## src/rtl/game_sequencer.sv

```systemverilog
// ============================================================================
//  Module   : game_sequencer
//  Brief    : Whack-a-mole game phase sequencer with scoring, levels and timing.
//  Revision : 1.0
// ============================================================================
`default_nettype none

module game_sequencer #(
    parameter int GAME_SECONDS      = 30,
    parameter int COUNTDOWN_SECONDS = 3,
    parameter int OVER_SECONDS      = 5,
    parameter int LEVEL_HITS        = 5,
    parameter int BASE_ON_MS        = 900,
    parameter int STEP_ON_MS        = 100,
    parameter int MIN_ON_MS         = 300,
    parameter int BASE_GAP_MS       = 250,
    parameter int STEP_GAP_MS       = 25,
    parameter int MIN_GAP_MS        = 100
) (
    input  logic        clk,
    input  logic        rst,
    input  logic        tick_1hz,
    input  logic        start_pulse,
    input  logic        hit_pulse,
    output logic [1:0]  state,
    output logic        game_active,
    output logic [5:0]  sec_left,
    output logic [15:0] score,
    output logic [15:0] high_score,
    output logic        new_high,
    output logic [2:0]  level,
    output logic [9:0]  mole_on_ms,
    output logic [9:0]  gap_ms
);

    localparam logic [1:0]  c_idle       = 2'd0;
    localparam logic [1:0]  c_countdown  = 2'd1;
    localparam logic [1:0]  c_play       = 2'd2;
    localparam logic [1:0]  c_over       = 2'd3;

    localparam logic [5:0]  c_game_sec   = 6'(GAME_SECONDS);
    localparam logic [5:0]  c_cd_sec     = 6'(COUNTDOWN_SECONDS);
    localparam logic [5:0]  c_over_sec   = 6'(OVER_SECONDS);
    localparam logic [7:0]  c_level_hits = 8'(LEVEL_HITS);

    logic [1:0]  r_state;
    logic [1:0]  w_state_nxt;
    logic [5:0]  r_sec_left;
    logic [15:0] r_score;
    logic [15:0] r_high_score;
    logic        r_new_high;
    logic [2:0]  r_level;
    logic [7:0]  r_hits;
    logic        r_over_first;
    logic [9:0]  r_mole_on_ms;
    logic [9:0]  r_gap_ms;

    logic        w_start;
    logic        w_last_tick;
    logic        w_play_hit;
    logic        w_record;

    // Linear schedule clamped at a floor; the floor test is done before the
    // subtraction so a large level*step can never wrap.
    function automatic logic [9:0] f_sched(input logic [2:0] lvl, input int base,
                                           input int step, input int floor_ms);
        logic [13:0] drop;
        logic [13:0] base_w;
        logic [13:0] floor_w;
        drop    = {11'd0, lvl} * 14'(step);
        base_w  = 14'(base);
        floor_w = 14'(floor_ms);
        if (drop + floor_w >= base_w)
            return 10'(floor_w);
        return 10'(base_w - drop);
    endfunction

    assign w_start     = start_pulse && (r_state == c_idle || r_state == c_over);
    assign w_last_tick = tick_1hz && (r_sec_left == 6'd1);
    assign w_play_hit  = hit_pulse && (r_state == c_play);
    assign w_record    = (r_state == c_over) && r_over_first && (r_score > r_high_score);

    always_ff @(posedge clk) begin
        if (rst)
            r_state <= c_idle;
        else
            r_state <= w_state_nxt;
    end

    always_comb begin
        w_state_nxt = r_state;
        case (r_state)
            c_idle:      if (w_start)     w_state_nxt = c_countdown;
            c_countdown: if (w_last_tick) w_state_nxt = c_play;
            c_play:      if (w_last_tick) w_state_nxt = c_over;
            c_over: begin
                if (w_start)          w_state_nxt = c_countdown;
                else if (w_last_tick) w_state_nxt = c_idle;
            end
            default:                  w_state_nxt = c_idle;
        endcase
    end

    always_comb begin
        state       = r_state;
        game_active = (r_state == c_play);
    end

    always_ff @(posedge clk) begin
        if (rst) begin
            r_sec_left   <= 6'd0;
            r_score      <= 16'd0;
            r_high_score <= 16'd0;
            r_new_high   <= 1'b0;
            r_level      <= 3'd0;
            r_hits       <= 8'd0;
            r_over_first <= 1'b0;
            r_mole_on_ms <= 10'(BASE_ON_MS);
            r_gap_ms     <= 10'(BASE_GAP_MS);
        end else begin
            r_over_first <= (r_state == c_play) && (w_state_nxt == c_over);
            r_mole_on_ms <= f_sched(r_level, BASE_ON_MS, STEP_ON_MS, MIN_ON_MS);
            r_gap_ms     <= f_sched(r_level, BASE_GAP_MS, STEP_GAP_MS, MIN_GAP_MS);

            // Any phase change reloads the timer with the new phase's length.
            if (w_state_nxt != r_state) begin
                case (w_state_nxt)
                    c_countdown: r_sec_left <= c_cd_sec;
                    c_play:      r_sec_left <= c_game_sec;
                    c_over:      r_sec_left <= c_over_sec;
                    default:     r_sec_left <= 6'd0;
                endcase
            end else if (tick_1hz && r_state != c_idle) begin
                r_sec_left <= r_sec_left - 6'd1;
            end

            if (w_start) begin
                r_score <= 16'd0;
                r_level <= 3'd0;
                r_hits  <= 8'd0;
            end else if (w_play_hit) begin
                if (r_score != 16'hFFFF)
                    r_score <= r_score + 16'd1;
                if (r_hits + 8'd1 == c_level_hits) begin
                    r_hits <= 8'd0;
                    if (r_level != 3'd7)
                        r_level <= r_level + 3'd1;
                end else begin
                    r_hits <= r_hits + 8'd1;
                end
            end

            if (w_record)
                r_high_score <= r_score;

            if (w_start || (r_state == c_over && w_state_nxt != c_over))
                r_new_high <= 1'b0;
            else if (w_record)
                r_new_high <= 1'b1;
        end
    end

    assign sec_left   = r_sec_left;
    assign score      = r_score;
    assign high_score = r_high_score;
    assign new_high   = r_new_high;
    assign level      = r_level;
    assign mole_on_ms = r_mole_on_ms;
    assign gap_ms     = r_gap_ms;

endmodule

`default_nettype wire

```

## config.mk

```make
export PLATFORM = sky130hd
export DESIGN_NAME = game_sequencer
export DESIGN_NICKNAME = d
export VERILOG_FILES = /design/src/rtl/game_sequencer.sv
export SDC_FILE = /design/constraint.sdc
export NUM_CORES = 1
export LEC_CHECK = 0
export ABC_AREA = 1
export CORE_ASPECT_RATIO = 1.2
export CORE_UTILIZATION = 60
export DETAILED_ROUTE_END_ITERATION = 6
export DONT_BUFFER_PORTS = 1
export GPL_TIMING_DRIVEN = 0
export MAX_ROUTING_LAYER = met4
export PLACE_DENSITY_LB_ADDON = 0.08
export SLEW_MARGIN = 25
export SYNTH_ARGS = -nofsm -noshare
export SYNTH_HDL_FRONTEND = slang
export SYNTH_SLANG_ARGS = --single-unit
```

## constraint.sdc

```tcl
create_clock -name clk -period 3.55 [get_ports clk]
set_clock_uncertainty 0.2 [all_clocks]
set_input_delay 0.1775 -clock clk [delete_from_list [all_inputs] [get_ports clk]]
set_output_delay 0.1775 -clock clk [all_outputs]
set_load 0.01 [all_outputs]
```

==> impl_metrics.prom, run 1 <==
# TYPE chip_impl_metric gauge
chip_impl_metric{name="avgViaCountPerCell",unit=""} 5.493
chip_impl_metric{name="layout.filler_cells",unit=""} 546
chip_impl_info{name="critical_path.cell_chain",value="inv_1 -> ha_1 -> ha_1 -> ha_1 -> nand2_1 -> a21oi_1 -> o211ai_1 -> nand2_1 -> o21ai_0 -> inv_1"} 1
chip_impl_info{name="synthDominantAreaCellType",value="sky130_fd_sc_hd__dfxtp_1"} 1
chip_impl_metric{name="syn_area_per_cell",unit="sq um"} 7.397
chip_impl_metric{name="layout_worst_path_cycle_share",unit="%"} 90.46
chip_impl_metric{name="register_bit_count_reported_by_yosys",unit=""} 70
chip_impl_metric{name="cts_num_sinks",unit=""} 70
chip_impl_metric{name="placement.io_buffers",unit=""} 0
chip_impl_info{name="tritoncts",value="yes"} 1
chip_impl_info{name="worst_setup_path_end_kind",value="flop"} 1
chip_impl_metric{name="die_w",unit="um"} 77.72
chip_impl_metric{name="wire_length_of_the_first_global_routing_pass",unit="mm"} 15.81
chip_impl_metric{name="num_antenna_cells",unit=""} 0
chip_impl_info{name="grt_setup_unrepaired",value="no"} 1
chip_impl_metric{name="std_cell_rows",unit=""} 32
chip_impl_metric{name="grt_start_max_net_pins",unit=""} 15
chip_impl_metric{name="synth-edff-count",unit=""} 0
chip_impl_metric{name="finalHoldViolations",unit=""} 0
chip_impl_metric{name="finalSetupTns",unit="ns"} 0
chip_impl_info{name="critical-path-top-cell-by-count",value="sky130_fd_sc_hd__ha_1"} 1
chip_impl_metric{name="cts-hold-fix-buffers",unit=""} 2
chip_impl_info{name="leading_register_cell_type_out_of_synthesis",value="sky130_fd_sc_hd__dfxtp_1"} 1
chip_impl_metric{name="cts.path.max_buffers",unit=""} 2
chip_impl_info{name="hold_path_startpoint",value="start_pulse"} 1
chip_impl_metric{name="post-cts-setup-buffer-count",unit=""} 0
chip_impl_metric{name="total_leakage_power",unit="nW"} 1.983
chip_impl_metric{name="die_area",unit="sq um"} 7217
chip_impl_info{name="critPathTopFamily",value="adder cells"} 1
chip_impl_metric{name="cap_violations",unit=""} 0
chip_impl_metric{name="synth.yosys.warnings",unit=""} 0
chip_impl_metric{name="netlist-cell-type-count",unit=""} 42
chip_impl_metric{name="post_route_cells_drive_above_1_share",unit="%"} 8.997
chip_impl_metric{name="antenna_violating_nets_post_route",unit=""} 0
chip_impl_metric{name="post_synthesis_instance_total",unit=""} 558
chip_impl_metric{name="hold-worst-slack",unit="ns"} 0.01445
chip_impl_info{name="critical_path.startpoint_type",value="flop"} 1
chip_impl_metric{name="globalRouteTotalUtil",unit="%"} 28.65
chip_impl_metric{name="seq_area_frac_synth",unit="%"} 33.95
chip_impl_info{name="synth.most_common_cell",value="sky130_fd_sc_hd__nand2_1"} 1
chip_impl_metric{name="syn_area",unit="sq um"} 4128
chip_impl_metric{name="critical_path_arrival",unit="ns"} 3.25
chip_impl_metric{name="dr.first_iter.drc_count",unit=""} 238
chip_impl_metric{name="first_global_vias",unit=""} 3556
chip_impl_metric{name="clk_transition_reported_paths",unit="ns"} 0.07
chip_impl_metric{name="core_area",unit="sq um"} 6526
chip_impl_metric{name="drt_pass1_iterations",unit=""} 4
chip_impl_info{name="timing_worst_setup_path_type",value="reg2reg"} 1
chip_impl_metric{name="post_route_wl",unit="mm"} 9.526
chip_impl_info{name="holdCritPathClass",value="in2reg"} 1
chip_impl_metric{name="critPathRequiredTime",unit="ns"} 3.58
chip_impl_metric{name="htreeDepth",unit=""} 3
chip_impl_info{name="reg2reg_from",value="level[2]$_SDFFE_PP0P_"} 1
chip_impl_metric{name="pwr_density_cell",unit="nW/um^2"} 588.2
chip_impl_metric{name="critical_path_peak_fanout",unit=""} 14
chip_impl_info{name="run_status",value="complete, no violations"} 1
chip_impl_metric{name="cts_inserted_buffers",unit=""} 9
chip_impl_metric{name="cp_num_buf_inv",unit=""} 2
chip_impl_metric{name="nNetsFinal",unit=""} 623
chip_impl_metric{name="crit_path_max_incr_delay",unit="ns"} 0.72
chip_impl_metric{name="die_h",unit="um"} 92.86
chip_impl_metric{name="initial_core_util",unit="%"} 63.25
chip_impl_metric{name="fin_crit",unit="ns"} 3.211
chip_impl_info{name="synth.area.top_cells",value="sky130_fd_sc_hd__dfxtp_1 (34%), sky130_fd_sc_hd__ha_1 (14%), sky130_fd_sc_hd__nand2_1 (8.0%)"} 1
chip_impl_metric{name="clock_insertion_delay_worst_skew",unit="ns"} 0.36
chip_impl_metric{name="worst_slew_margin_rel",unit="%"} 55.17
chip_impl_info{name="cp_slowest_cell",value="sky130_fd_sc_hd__dfxtp_1"} 1
chip_impl_info{name="cts-root-buf",value="sky130_fd_sc_hd__clkbuf_8"} 1
chip_impl_metric{name="hpwl",unit="mm"} 7.031
chip_impl_metric{name="drc_errors",unit=""} 0
chip_impl_metric{name="report.final.slew_viol_count",unit=""} 0
chip_impl_metric{name="io_pins",unit=""} 70
chip_impl_info{name="startpoint",value="level[2]$_SDFFE_PP0P_"} 1
chip_impl_metric{name="maxClockFrequency",unit="MHz"} 311.4
chip_impl_metric{name="final-setup-viol-count",unit=""} 0
chip_impl_metric{name="netlist.area_leader.share",unit="%"} 33.95
chip_impl_metric{name="synth-async-reset-ratio",unit="%"} 0
chip_impl_metric{name="avgRoutedWirePerCell",unit="um"} 14.37
chip_impl_metric{name="vias",unit=""} 3642
chip_impl_metric{name="worstMarginPinSlew",unit="ns"} 0.6699
chip_impl_metric{name="syn2layout_area_growth",unit="%"} 9.791
chip_impl_metric{name="irDropWorstVdd",unit="mV"} 0.5476
chip_impl_metric{name="weighted_congestion_at_the_end_of_routability_driven_global_placement",unit=""} 0.8886
chip_impl_metric{name="grt-ovfl-total",unit=""} 0
chip_impl_metric{name="postCtsResizedCells",unit=""} 0
chip_impl_info{name="synth.top_cells.by_count",value="sky130_fd_sc_hd__nand2_1 (88), sky130_fd_sc_hd__inv_1 (74), sky130_fd_sc_hd__dfxtp_1 (70)"} 1
chip_impl_metric{name="antenna_found_initial",unit=""} 0
layout by cell type (no fill, tap or decap), drive strengths merged:
cell and instances:
nand4 6, dfxtp 70, buf 8, nor4 5
clkinv 5, xnor2 1, nand3b 1, inv 77
nand2 98, and3 1, o31ai 1, nand3 28
or2 3, o21ai 51, conb 3, bufinv 4
a31oi 1, ha 45, o2111ai 1, a21oi 59
a211oi 1, or3 1, nor2 62, dlygate4sd3 2
xor2 17, o211ai 4, nor3b 2, nor3 6
clkbuf 15
metrics by stage:
stage / setup WS (ns) / power, mW / util (%) / std cells / cell area [sq um]
6_report: 0.3388 / 2.666 / 69.44 / 663 / 4532
5_1_grt: 0.2449 / 2.847 / 69.44 / 663 / 4532
4_1_cts: 0.4072 / 2.670 / 69.44 / 663 / 4532
3_5_place_dp: 0.4433 / 1.803 / 64.99 / 645 / 4242
3_3_place_gp: 0.4815 / 1.789 / 64.99 / 645 / 4242
2_1_floorplan: 1.027 / 1.643 / - / 560 / 4135
routing by layer:
layer	GRT usage [%]	share of wire, %	up-vias
li1	-	-	1844
met1	29.84	42	1698
met2	51.25	51	82
met3	6.207	4.8	18
met4	13.21	1.9	0
met5	-	0	-
cell families after synthesis:
| family | Yosys count | share of synthesized area (%) |
|---|---|---|
| AND/OR/NAND/NOR | 213 | 24.07 |
| AO/OA/AOI/OAI | 118 | 14.88 |
| buffers and inverters | 93 | 9.548 |
| flip-flops | 70 | 33.95 |
| adder cells (fa/ha/maj) | 45 | 13.64 |
| XOR/XNOR | 18 | 3.819 |
| other | 1 | 0.09085 |
where the power goes:
group	switching (mW)	total (mW)	internal, mW
Combinational	0.581	0.886	0.305
Clock	0.329	0.871	0.541
Sequential	0.0742	0.909	0.835
Total	0.984	2.67	1.68
registers in the layout (all words and copies together) (netlist names):
register and cells:
high_score 16, score 16, gap_ms 9, mole_on_ms 8
r_hits 8, sec_left 6, level 3, state 2
new_high 1, r_over_first 1
cell type report:
type	count	area [sq um]	area share, %
multi-input cells	397	2340	51.63
flip-flops and latches	70	1401	30.92
inverters	79	297.8	6.571
clock inverters	7	146.4	3.230
clock buffers	9	123.9	2.733
well taps	85	106.4	2.347
plain buffers	14	96.34	2.126
repair buffers	2	20.02	0.4417
final timing paths:
| kind | cells past startpoint | end | slack [ns] |
|---|---|---|---|
| max | 10 | gap_ms[2]$_SDFF_PP0_ | 0.34 |
| max reg2reg | 10 | gap_ms[2]$_SDFF_PP0_ | 0.34 |
| min reg2reg | 2 | new_high$_SDFFE_PP0P_ | 0.30 |
| min | 4 | state[0]$_SDFF_PP0_ | 0.01 |
worst reg2reg max path: stages (launching register included):
cell and delay, ns:
sky130_fd_sc_hd__dfxtp_1 0.72, sky130_fd_sc_hd__inv_1 0.28, sky130_fd_sc_hd__ha_1 0.38, sky130_fd_sc_hd__ha_1 0.21, sky130_fd_sc_hd__ha_1 0.33, sky130_fd_sc_hd__nand2_1 0.15
sky130_fd_sc_hd__a21oi_1 0.06, sky130_fd_sc_hd__o211ai_1 0.18, sky130_fd_sc_hd__nand2_1 0.21, sky130_fd_sc_hd__o21ai_0 0.33, sky130_fd_sc_hd__inv_1 0.07
Power figures use the tool's default switching activity.
==> run 2, diff against run 1 <==
--- a/config.mk
+++ b/config.mk
@@ -8,3 +8,5 @@
 export ABC_AREA = 1
+export ABC_CLOCK_PERIOD_IN_PS = 3550
 export CORE_ASPECT_RATIO = 1.2
+export CORE_MARGIN = 2
 export CORE_UTILIZATION = 60
==> constraint.sdc (replaced) <==
create_clock -name clk -period 3.55 [get_ports clk]
set_clock_uncertainty 0.2 [all_clocks]
set_input_delay 0.355 -clock clk [delete_from_list [all_inputs] [get_ports clk]]
set_output_delay 0.355 -clock clk [all_outputs]
set_load 0.01 [all_outputs]
==> run 2 against run 1 <==
Clock power decreased by 26%. Critical endpoint unchanged. Clock-buffer cell count increased by 2. Worst hold slack improved by 0.030 ns. Largest cell class unchanged. First-iteration DRC count decreased by 41%. Die area increased by 4.8%. Setup slack improved by 0.12 ns. Final cell count increased by 0.15%. Critical path type unchanged.
==> impl_metrics.prom, run 2 (same netlist as run 1, synthesis figures left out) <==
# TYPE chip_impl_metric gauge
chip_impl_metric{name="nNetsFinal",unit=""} 622
chip_impl_metric{name="total_leakage_power",unit="nW"} 1.939
chip_impl_metric{name="worst_slew_margin_rel",unit="%"} 54.36
chip_impl_metric{name="cts.path.max_buffers",unit=""} 2
chip_impl_metric{name="drt_pass1_iterations",unit=""} 5
chip_impl_info{name="tritoncts",value="yes"} 1
chip_impl_metric{name="fin_crit",unit="ns"} 3.090
chip_impl_info{name="commonest_non_fill_non_tap_cells_in_the_layout",value="sky130_fd_sc_hd__nand2_1 (88), sky130_fd_sc_hd__inv_1 (74), sky130_fd_sc_hd__dfxtp_1 (70)"} 1
chip_impl_info{name="worst_setup_path_end_kind",value="flop"} 1
chip_impl_metric{name="post_route_cells_drive_above_1_share",unit="%"} 8.666
chip_impl_metric{name="syn2layout_area_growth",unit="%"} 7.699
chip_impl_info{name="grt_setup_unrepaired",value="no"} 1
chip_impl_metric{name="cap_violations",unit=""} 0
chip_impl_metric{name="critical_path_arrival",unit="ns"} 3.13
chip_impl_info{name="critical_path.startpoint_type",value="flop"} 1
chip_impl_metric{name="htreeDepth",unit=""} 3
chip_impl_metric{name="pwr_density_cell",unit="nW/um^2"} 547.0
chip_impl_metric{name="hpwl",unit="mm"} 7.045
chip_impl_metric{name="avgRoutedWirePerCell",unit="um"} 14.14
chip_impl_metric{name="drc_errors",unit=""} 0
chip_impl_metric{name="die_w",unit="um"} 79.72
chip_impl_metric{name="core_area",unit="sq um"} 6730
chip_impl_metric{name="die_area",unit="sq um"} 7562
chip_impl_info{name="run_status",value="complete, no violations"} 1
chip_impl_metric{name="maxClockFrequency",unit="MHz"} 323.7
chip_impl_metric{name="grt-ovfl-total",unit=""} 0
chip_impl_metric{name="finalSetupTns",unit="ns"} 0
chip_impl_metric{name="vias",unit=""} 3601
chip_impl_metric{name="clk_transition_reported_paths",unit="ns"} 0.08
chip_impl_metric{name="hold-worst-slack",unit="ns"} 0.04402
chip_impl_metric{name="placement.io_buffers",unit=""} 0
chip_impl_metric{name="post_route_wl",unit="mm"} 9.386
chip_impl_metric{name="die_h",unit="um"} 94.86
chip_impl_metric{name="globalRouteTotalUtil",unit="%"} 26.89
chip_impl_metric{name="dr.first_iter.drc_count",unit=""} 141
chip_impl_metric{name="worst_slack",unit="ns"} 0.4604
chip_impl_info{name="timing_worst_setup_path_type",value="reg2reg"} 1
chip_impl_info{name="final_common_cell",value="sky130_fd_sc_hd__nand2_1"} 1
chip_impl_metric{name="final-setup-viol-count",unit=""} 0
chip_impl_metric{name="initial_core_util",unit="%"} 61.33
chip_impl_metric{name="critical_path_peak_fanout",unit=""} 14
chip_impl_metric{name="antenna_violating_nets_post_route",unit=""} 0
chip_impl_metric{name="finalHoldViolations",unit=""} 0
chip_impl_metric{name="report.final.slew_viol_count",unit=""} 0
chip_impl_metric{name="weighted_congestion_at_the_end_of_routability_driven_global_placement",unit=""} 0.9580
chip_impl_metric{name="cts_num_sinks",unit=""} 70
chip_impl_metric{name="first_global_vias",unit=""} 3395
chip_impl_info{name="cts-root-buf",value="sky130_fd_sc_hd__clkbuf_8"} 1
chip_impl_metric{name="grt_start_max_net_pins",unit=""} 15
chip_impl_metric{name="worstMarginPinSlew",unit="ns"} 0.6820
chip_impl_metric{name="num_antenna_cells",unit=""} 0
chip_impl_metric{name="layout_worst_path_cycle_share",unit="%"} 87.03
chip_impl_metric{name="avgViaCountPerCell",unit=""} 5.423
chip_impl_metric{name="postCtsResizedCells",unit=""} 0
chip_impl_metric{name="irDropWorstVdd",unit="mV"} 0.5669
chip_impl_metric{name="std_cell_rows",unit=""} 33
chip_impl_metric{name="antenna_found_initial",unit=""} 0
chip_impl_metric{name="cts_inserted_buffers",unit=""} 9
chip_impl_metric{name="setup_ws_pre_cts",unit="ns"} 0.5303
chip_impl_metric{name="clock_insertion_delay_worst_skew",unit="ns"} 0.35
chip_impl_metric{name="io_pins",unit=""} 70
chip_impl_info{name="holdCritPathClass",value="in2reg"} 1
chip_impl_metric{name="critPathRequiredTime",unit="ns"} 3.59
chip_impl_metric{name="wire_length_of_the_first_global_routing_pass",unit="mm"} 15.26
-- run 2: cell count changes in the layout (fill, tap and decap cells not counted) --
cell / delta
sky130_fd_sc_hd__bufinv_16: -3
sky130_fd_sc_hd__clkbuf_1: +2
sky130_fd_sc_hd__clkinv_2: +1
sky130_fd_sc_hd__clkinv_4: -1
sky130_fd_sc_hd__clkinvlp_4: +1
sky130_fd_sc_hd__dlygate4sd3_1: -1
-- run 2: layer usage --
layer / track usage [%] / share of wire (%) / up-vias
li1: - / - / 1846
met1: 29.45 / 42 / 1633
met2: 46.01 / 50 / 95
met3: 5.736 / 5.1 / 27
met4: 13.22 / 3.1 / 0
met5: - / 0 / -
-- run 2: critical path, cell delays in order (launching register included) --
cell                       delay, ns
sky130_fd_sc_hd__dfxtp_1        0.71
sky130_fd_sc_hd__inv_1          0.26
sky130_fd_sc_hd__ha_1           0.36
sky130_fd_sc_hd__ha_1           0.19
sky130_fd_sc_hd__ha_1           0.32
sky130_fd_sc_hd__nand2_1        0.14
sky130_fd_sc_hd__a21oi_1        0.05
sky130_fd_sc_hd__o211ai_1       0.18
sky130_fd_sc_hd__nand2_1        0.20
sky130_fd_sc_hd__o21ai_0        0.29
sky130_fd_sc_hd__inv_1          0.06
-- run 2: what timing repair did --
action | in CTS | in global routing
hold buffers | 1 | 0
buffers inserted | 0 | 0
hold endpoints to repair | 1 | 0
-- run 2: through the flow --
step / cell area (sq um) / instances / utilization, % / power (mW)
finish: 4446 / 664 / 66.05 / 2.432
global route: 4446 / 664 / 66.05 / 2.632
CTS: 4446 / 664 / 66.05 / 2.448
detailed placement: 4244 / 647 / 63.06 / 1.806
global placement: 4244 / 647 / 63.06 / 1.792
floorplan: 4135 / 560 / - / 1.643
-- run 2: final cells by class --
type,instances,area [sq um]
multi-input combinational,397,2340
fill,597,2285
sequential,70,1401
inverter,79,297.8
clock buffer,11,131.4
tap,87,108.9
buffer,14,96.34
clock inverter,5,60.06
timing repair buffer,1,10.01
-- run 2: power by group --
part | total, mW | leakage [nW] | internal, mW | switching [mW]
registers | 0.910 | 0.566 | 0.835 | 0.0745
logic | 0.881 | 1.28 | 0.305 | 0.576
clock network | 0.641 | 0.0935 | 0.326 | 0.315
total | 2.43 | 1.94 | 1.47 | 0.966
-- run 2: path summary, 6_finish.rpt --
kind	startpoint	slack, ns	depth (start not counted)	end
min reg2reg	new_high$_SDFFE_PP0P_	0.30	2	new_high$_SDFFE_PP0P_
min	hit_pulse	0.04	2	r_hits[1]$_SDFFE_PP0P_
max	level[2]$_SDFFE_PP0P_	0.46	10	gap_ms[2]$_SDFF_PP0_
max reg2reg	level[2]$_SDFFE_PP0P_	0.46	10	gap_ms[2]$_SDFF_PP0_
==> run 3, diff against run 2 <==
MAX_ROUTING_LAYER = default   (was met4)
SLEW_MARGIN = 20   (was 25)
==> run 3 against run 2 <==
Routed wire length rose by 0.35%. Sequential share of layout area fell by 0.21 points. Critical path type unchanged. Fmax rose by 1.3%. Critical path depth rose by 1. Highest routed layer unchanged. Design area rose by 0.68%.
==> impl_metrics.prom, run 3 (same netlist as run 1, synthesis figures left out) <==
# TYPE chip_impl_metric gauge
chip_impl_metric{name="hold-worst-slack",unit="ns"} 0.05995
chip_impl_metric{name="internal_power_of_the_cells",unit="mW"} 1.553
chip_impl_metric{name="hold_path_depth",unit=""} 2
chip_impl_metric{name="cts_num_sinks",unit=""} 70
chip_impl_metric{name="core_area",unit="sq um"} 6730
chip_impl_metric{name="ff2ff_path_depth",unit=""} 11
chip_impl_metric{name="vias",unit=""} 3578
chip_impl_metric{name="post_route_wl",unit="mm"} 9.419
chip_impl_metric{name="wire_length_of_the_first_global_routing_pass",unit="mm"} 14.99
chip_impl_metric{name="weighted_congestion_at_the_end_of_routability_driven_global_placement",unit=""} 0.9369
chip_impl_metric{name="avgViaCountPerCell",unit=""} 5.397
chip_impl_metric{name="grt_start_max_net_pins",unit=""} 15
chip_impl_metric{name="report.final.slew_viol_count",unit=""} 0
chip_impl_metric{name="total_leakage_power",unit="nW"} 1.950
chip_impl_info{name="cts-root-buf",value="sky130_fd_sc_hd__clkbuf_8"} 1
chip_impl_metric{name="die_w",unit="um"} 79.72
chip_impl_metric{name="irDropWorstVdd",unit="mV"} 0.5264
chip_impl_metric{name="antenna_found_initial",unit=""} 0
chip_impl_info{name="commonest_non_fill_non_tap_cells_in_the_layout",value="sky130_fd_sc_hd__nand2_1 (88), sky130_fd_sc_hd__inv_1 (74), sky130_fd_sc_hd__dfxtp_1 (70)"} 1
chip_impl_metric{name="avgRoutedWirePerCell",unit="um"} 14.21
chip_impl_metric{name="post_route_cells_drive_above_1_share",unit="%"} 8.854
chip_impl_metric{name="dr.first_iter.drc_count",unit=""} 97
chip_impl_metric{name="clk_transition_reported_paths",unit="ns"} 0.07
chip_impl_info{name="hold_path_startpoint",value="hit_pulse"} 1
chip_impl_metric{name="htreeDepth",unit=""} 3
chip_impl_metric{name="power.share.switching",unit="%"} 38.40
chip_impl_metric{name="syn2layout_area_growth",unit="%"} 8.427
chip_impl_metric{name="postCtsResizedCells",unit=""} 0
chip_impl_metric{name="cts_inserted_buffers",unit=""} 9
chip_impl_metric{name="die_area",unit="sq um"} 7562
chip_impl_metric{name="post_layout_nonfiller_instances",unit=""} 663
chip_impl_info{name="run_status",value="complete, no violations"} 1
chip_impl_metric{name="nNetsFinal",unit=""} 622
chip_impl_info{name="tritoncts",value="yes"} 1
chip_impl_metric{name="layout_worst_path_cycle_share",unit="%"} 85.95
chip_impl_info{name="timing_worst_setup_path_type",value="reg2reg"} 1
chip_impl_metric{name="maxClockFrequency",unit="MHz"} 327.7
chip_impl_info{name="worst_setup_path_end_kind",value="flop"} 1
chip_impl_info{name="critical_path.startpoint_type",value="flop"} 1
chip_impl_metric{name="post-cts-setup-buffer-count",unit=""} 0
chip_impl_metric{name="placement.io_buffers",unit=""} 0
chip_impl_info{name="holdCritPathClass",value="in2reg"} 1
chip_impl_metric{name="cts.path.max_buffers",unit=""} 2
chip_impl_metric{name="num_antenna_cells",unit=""} 0
chip_impl_metric{name="finalHoldViolations",unit=""} 0
chip_impl_metric{name="clock_insertion_delay_worst_skew",unit="ns"} 0.35
chip_impl_metric{name="drt_pass1_iterations",unit=""} 4
chip_impl_metric{name="hpwl",unit="mm"} 7.103
chip_impl_metric{name="io_pins",unit=""} 70
chip_impl_metric{name="grt-ovfl-total",unit=""} 0
chip_impl_metric{name="initial_core_util",unit="%"} 61.33
chip_impl_metric{name="worstMarginPinSlew",unit="ns"} 0.7309
chip_impl_metric{name="finalSetupTns",unit="ns"} 0
chip_impl_metric{name="drc_errors",unit=""} 0
chip_impl_metric{name="first_global_vias",unit=""} 3293
chip_impl_metric{name="post-place-cells",unit=""} 647
chip_impl_info{name="reg2reg_from",value="level[2]$_SDFFE_PP0P_"} 1
chip_impl_metric{name="globalRouteTotalUtil",unit="%"} 25.60
chip_impl_metric{name="critical_path_peak_fanout",unit=""} 14
chip_impl_metric{name="fin_crit",unit="ns"} 3.051
chip_impl_metric{name="die_h",unit="um"} 94.86
chip_impl_info{name="final_common_cell",value="sky130_fd_sc_hd__nand2_1"} 1
chip_impl_metric{name="std_cell_rows",unit=""} 33
chip_impl_metric{name="p_comb_share",unit="%"} 35.4
chip_impl_info{name="grt_setup_unrepaired",value="no"} 1
chip_impl_metric{name="worst_slew_margin_rel",unit="%"} 51.09
chip_impl_metric{name="cap_violations",unit=""} 0
chip_impl_metric{name="final-setup-viol-count",unit=""} 0
chip_impl_metric{name="antenna_violating_nets_post_route",unit=""} 0
chip_impl_metric{name="clkPwrFrac",unit="%"} 28.6
chip_impl_info{name="startpoint",value="level[2]$_SDFFE_PP0P_"} 1
chip_impl_metric{name="critPathRequiredTime",unit="ns"} 3.64
chip_impl_metric{name="seq_power_share",unit="%"} 36.0
chip_impl_metric{name="switchingPower",unit="uW"} 968.2
chip_impl_metric{name="pwr_density_cell",unit="nW/um^2"} 563.4
chip_impl_metric{name="critical_path_arrival",unit="ns"} 3.14
## run 3: cell count changes in the layout (fill, tap and decap cells not counted)
cell,delta
sky130_fd_sc_hd__bufinv_16,+1
sky130_fd_sc_hd__clkbuf_1,-2
sky130_fd_sc_hd__clkbuf_8,+1
sky130_fd_sc_hd__clkinv_2,-1
sky130_fd_sc_hd__clkinv_4,-1
sky130_fd_sc_hd__clkinvlp_4,+1
## run 3: worst max-delay path, cell delays in order, from the launching register on
cell,delay (ns)
sky130_fd_sc_hd__dfxtp_1,0.71
sky130_fd_sc_hd__inv_1,0.24
sky130_fd_sc_hd__ha_1,0.36
sky130_fd_sc_hd__ha_1,0.20
sky130_fd_sc_hd__ha_1,0.33
sky130_fd_sc_hd__inv_1,0.19
sky130_fd_sc_hd__nor2_1,0.09
sky130_fd_sc_hd__a211oi_1,0.24
sky130_fd_sc_hd__nand3b_1,0.13
sky130_fd_sc_hd__nand3_1,0.17
sky130_fd_sc_hd__inv_1,0.08
sky130_fd_sc_hd__nand2_1,0.06
## run 3: final timing paths
kind / end / slack (ns)
worst max-delay path: mole_on_ms[8]$_SDFF_PP1_ / 0.50
worst min-delay path: r_hits[1]$_SDFFE_PP0P_ / 0.06
worst max register to register: mole_on_ms[8]$_SDFF_PP1_ / 0.50
worst min register to register: new_high$_SDFFE_PP0P_ / 0.30
## run 3: power by group through the flow
stage	clock network [mW]	logic, mW	registers, mW
2_1_floorplan	0	0.732	0.912
3_3_place_gp	0	0.869	0.926
3_5_place_dp	0	0.887	0.927
4_1_cts	0.735	0.894	0.909
5_1_grt	0.764	1.03	0.916
6_report	0.721	0.892	0.908
## run 3: final cells by class
cell class                      count  area [sq um]
Inverter                           79         297.8
Multi-Input combinational cell    397          2340
Fill cell                         611          2255
Clock buffer                       10         137.6
Buffer                             14         96.34
Sequential cell                    70          1401
Timing Repair Buffer                1         10.01
Clock inverter                      5         83.83
Tap cell                           87         108.9
## run 3: repair_timing
action	CTS	global route
hold buffers	1	0
endpoints found under the setup margin	0	0
endpoints found under the hold margin	1	0
## run 3: stage by stage
step / util (%) / setup WS [ns] / area, sq um / power, mW
global route: 66.50 / 0.2696 / 4476 / 2.714
CTS: 66.50 / 0.5465 / 4476 / 2.538
finish: 66.50 / 0.4989 / 4476 / 2.521
floorplan: - / 1.027 / 4135 / 1.643
global placement: 63.06 / 0.6069 / 4244 / 1.795
detailed placement: 63.06 / 0.5775 / 4244 / 1.814
## run 3: per-layer routing
metal	global-route usage (%)	wire, um	vias up
li1	-	-	1843
met1	27.27	3842	1643
met2	47.76	4927	79
met3	5.067	468	13
met4	12.07	181	0
met5	0	0	-
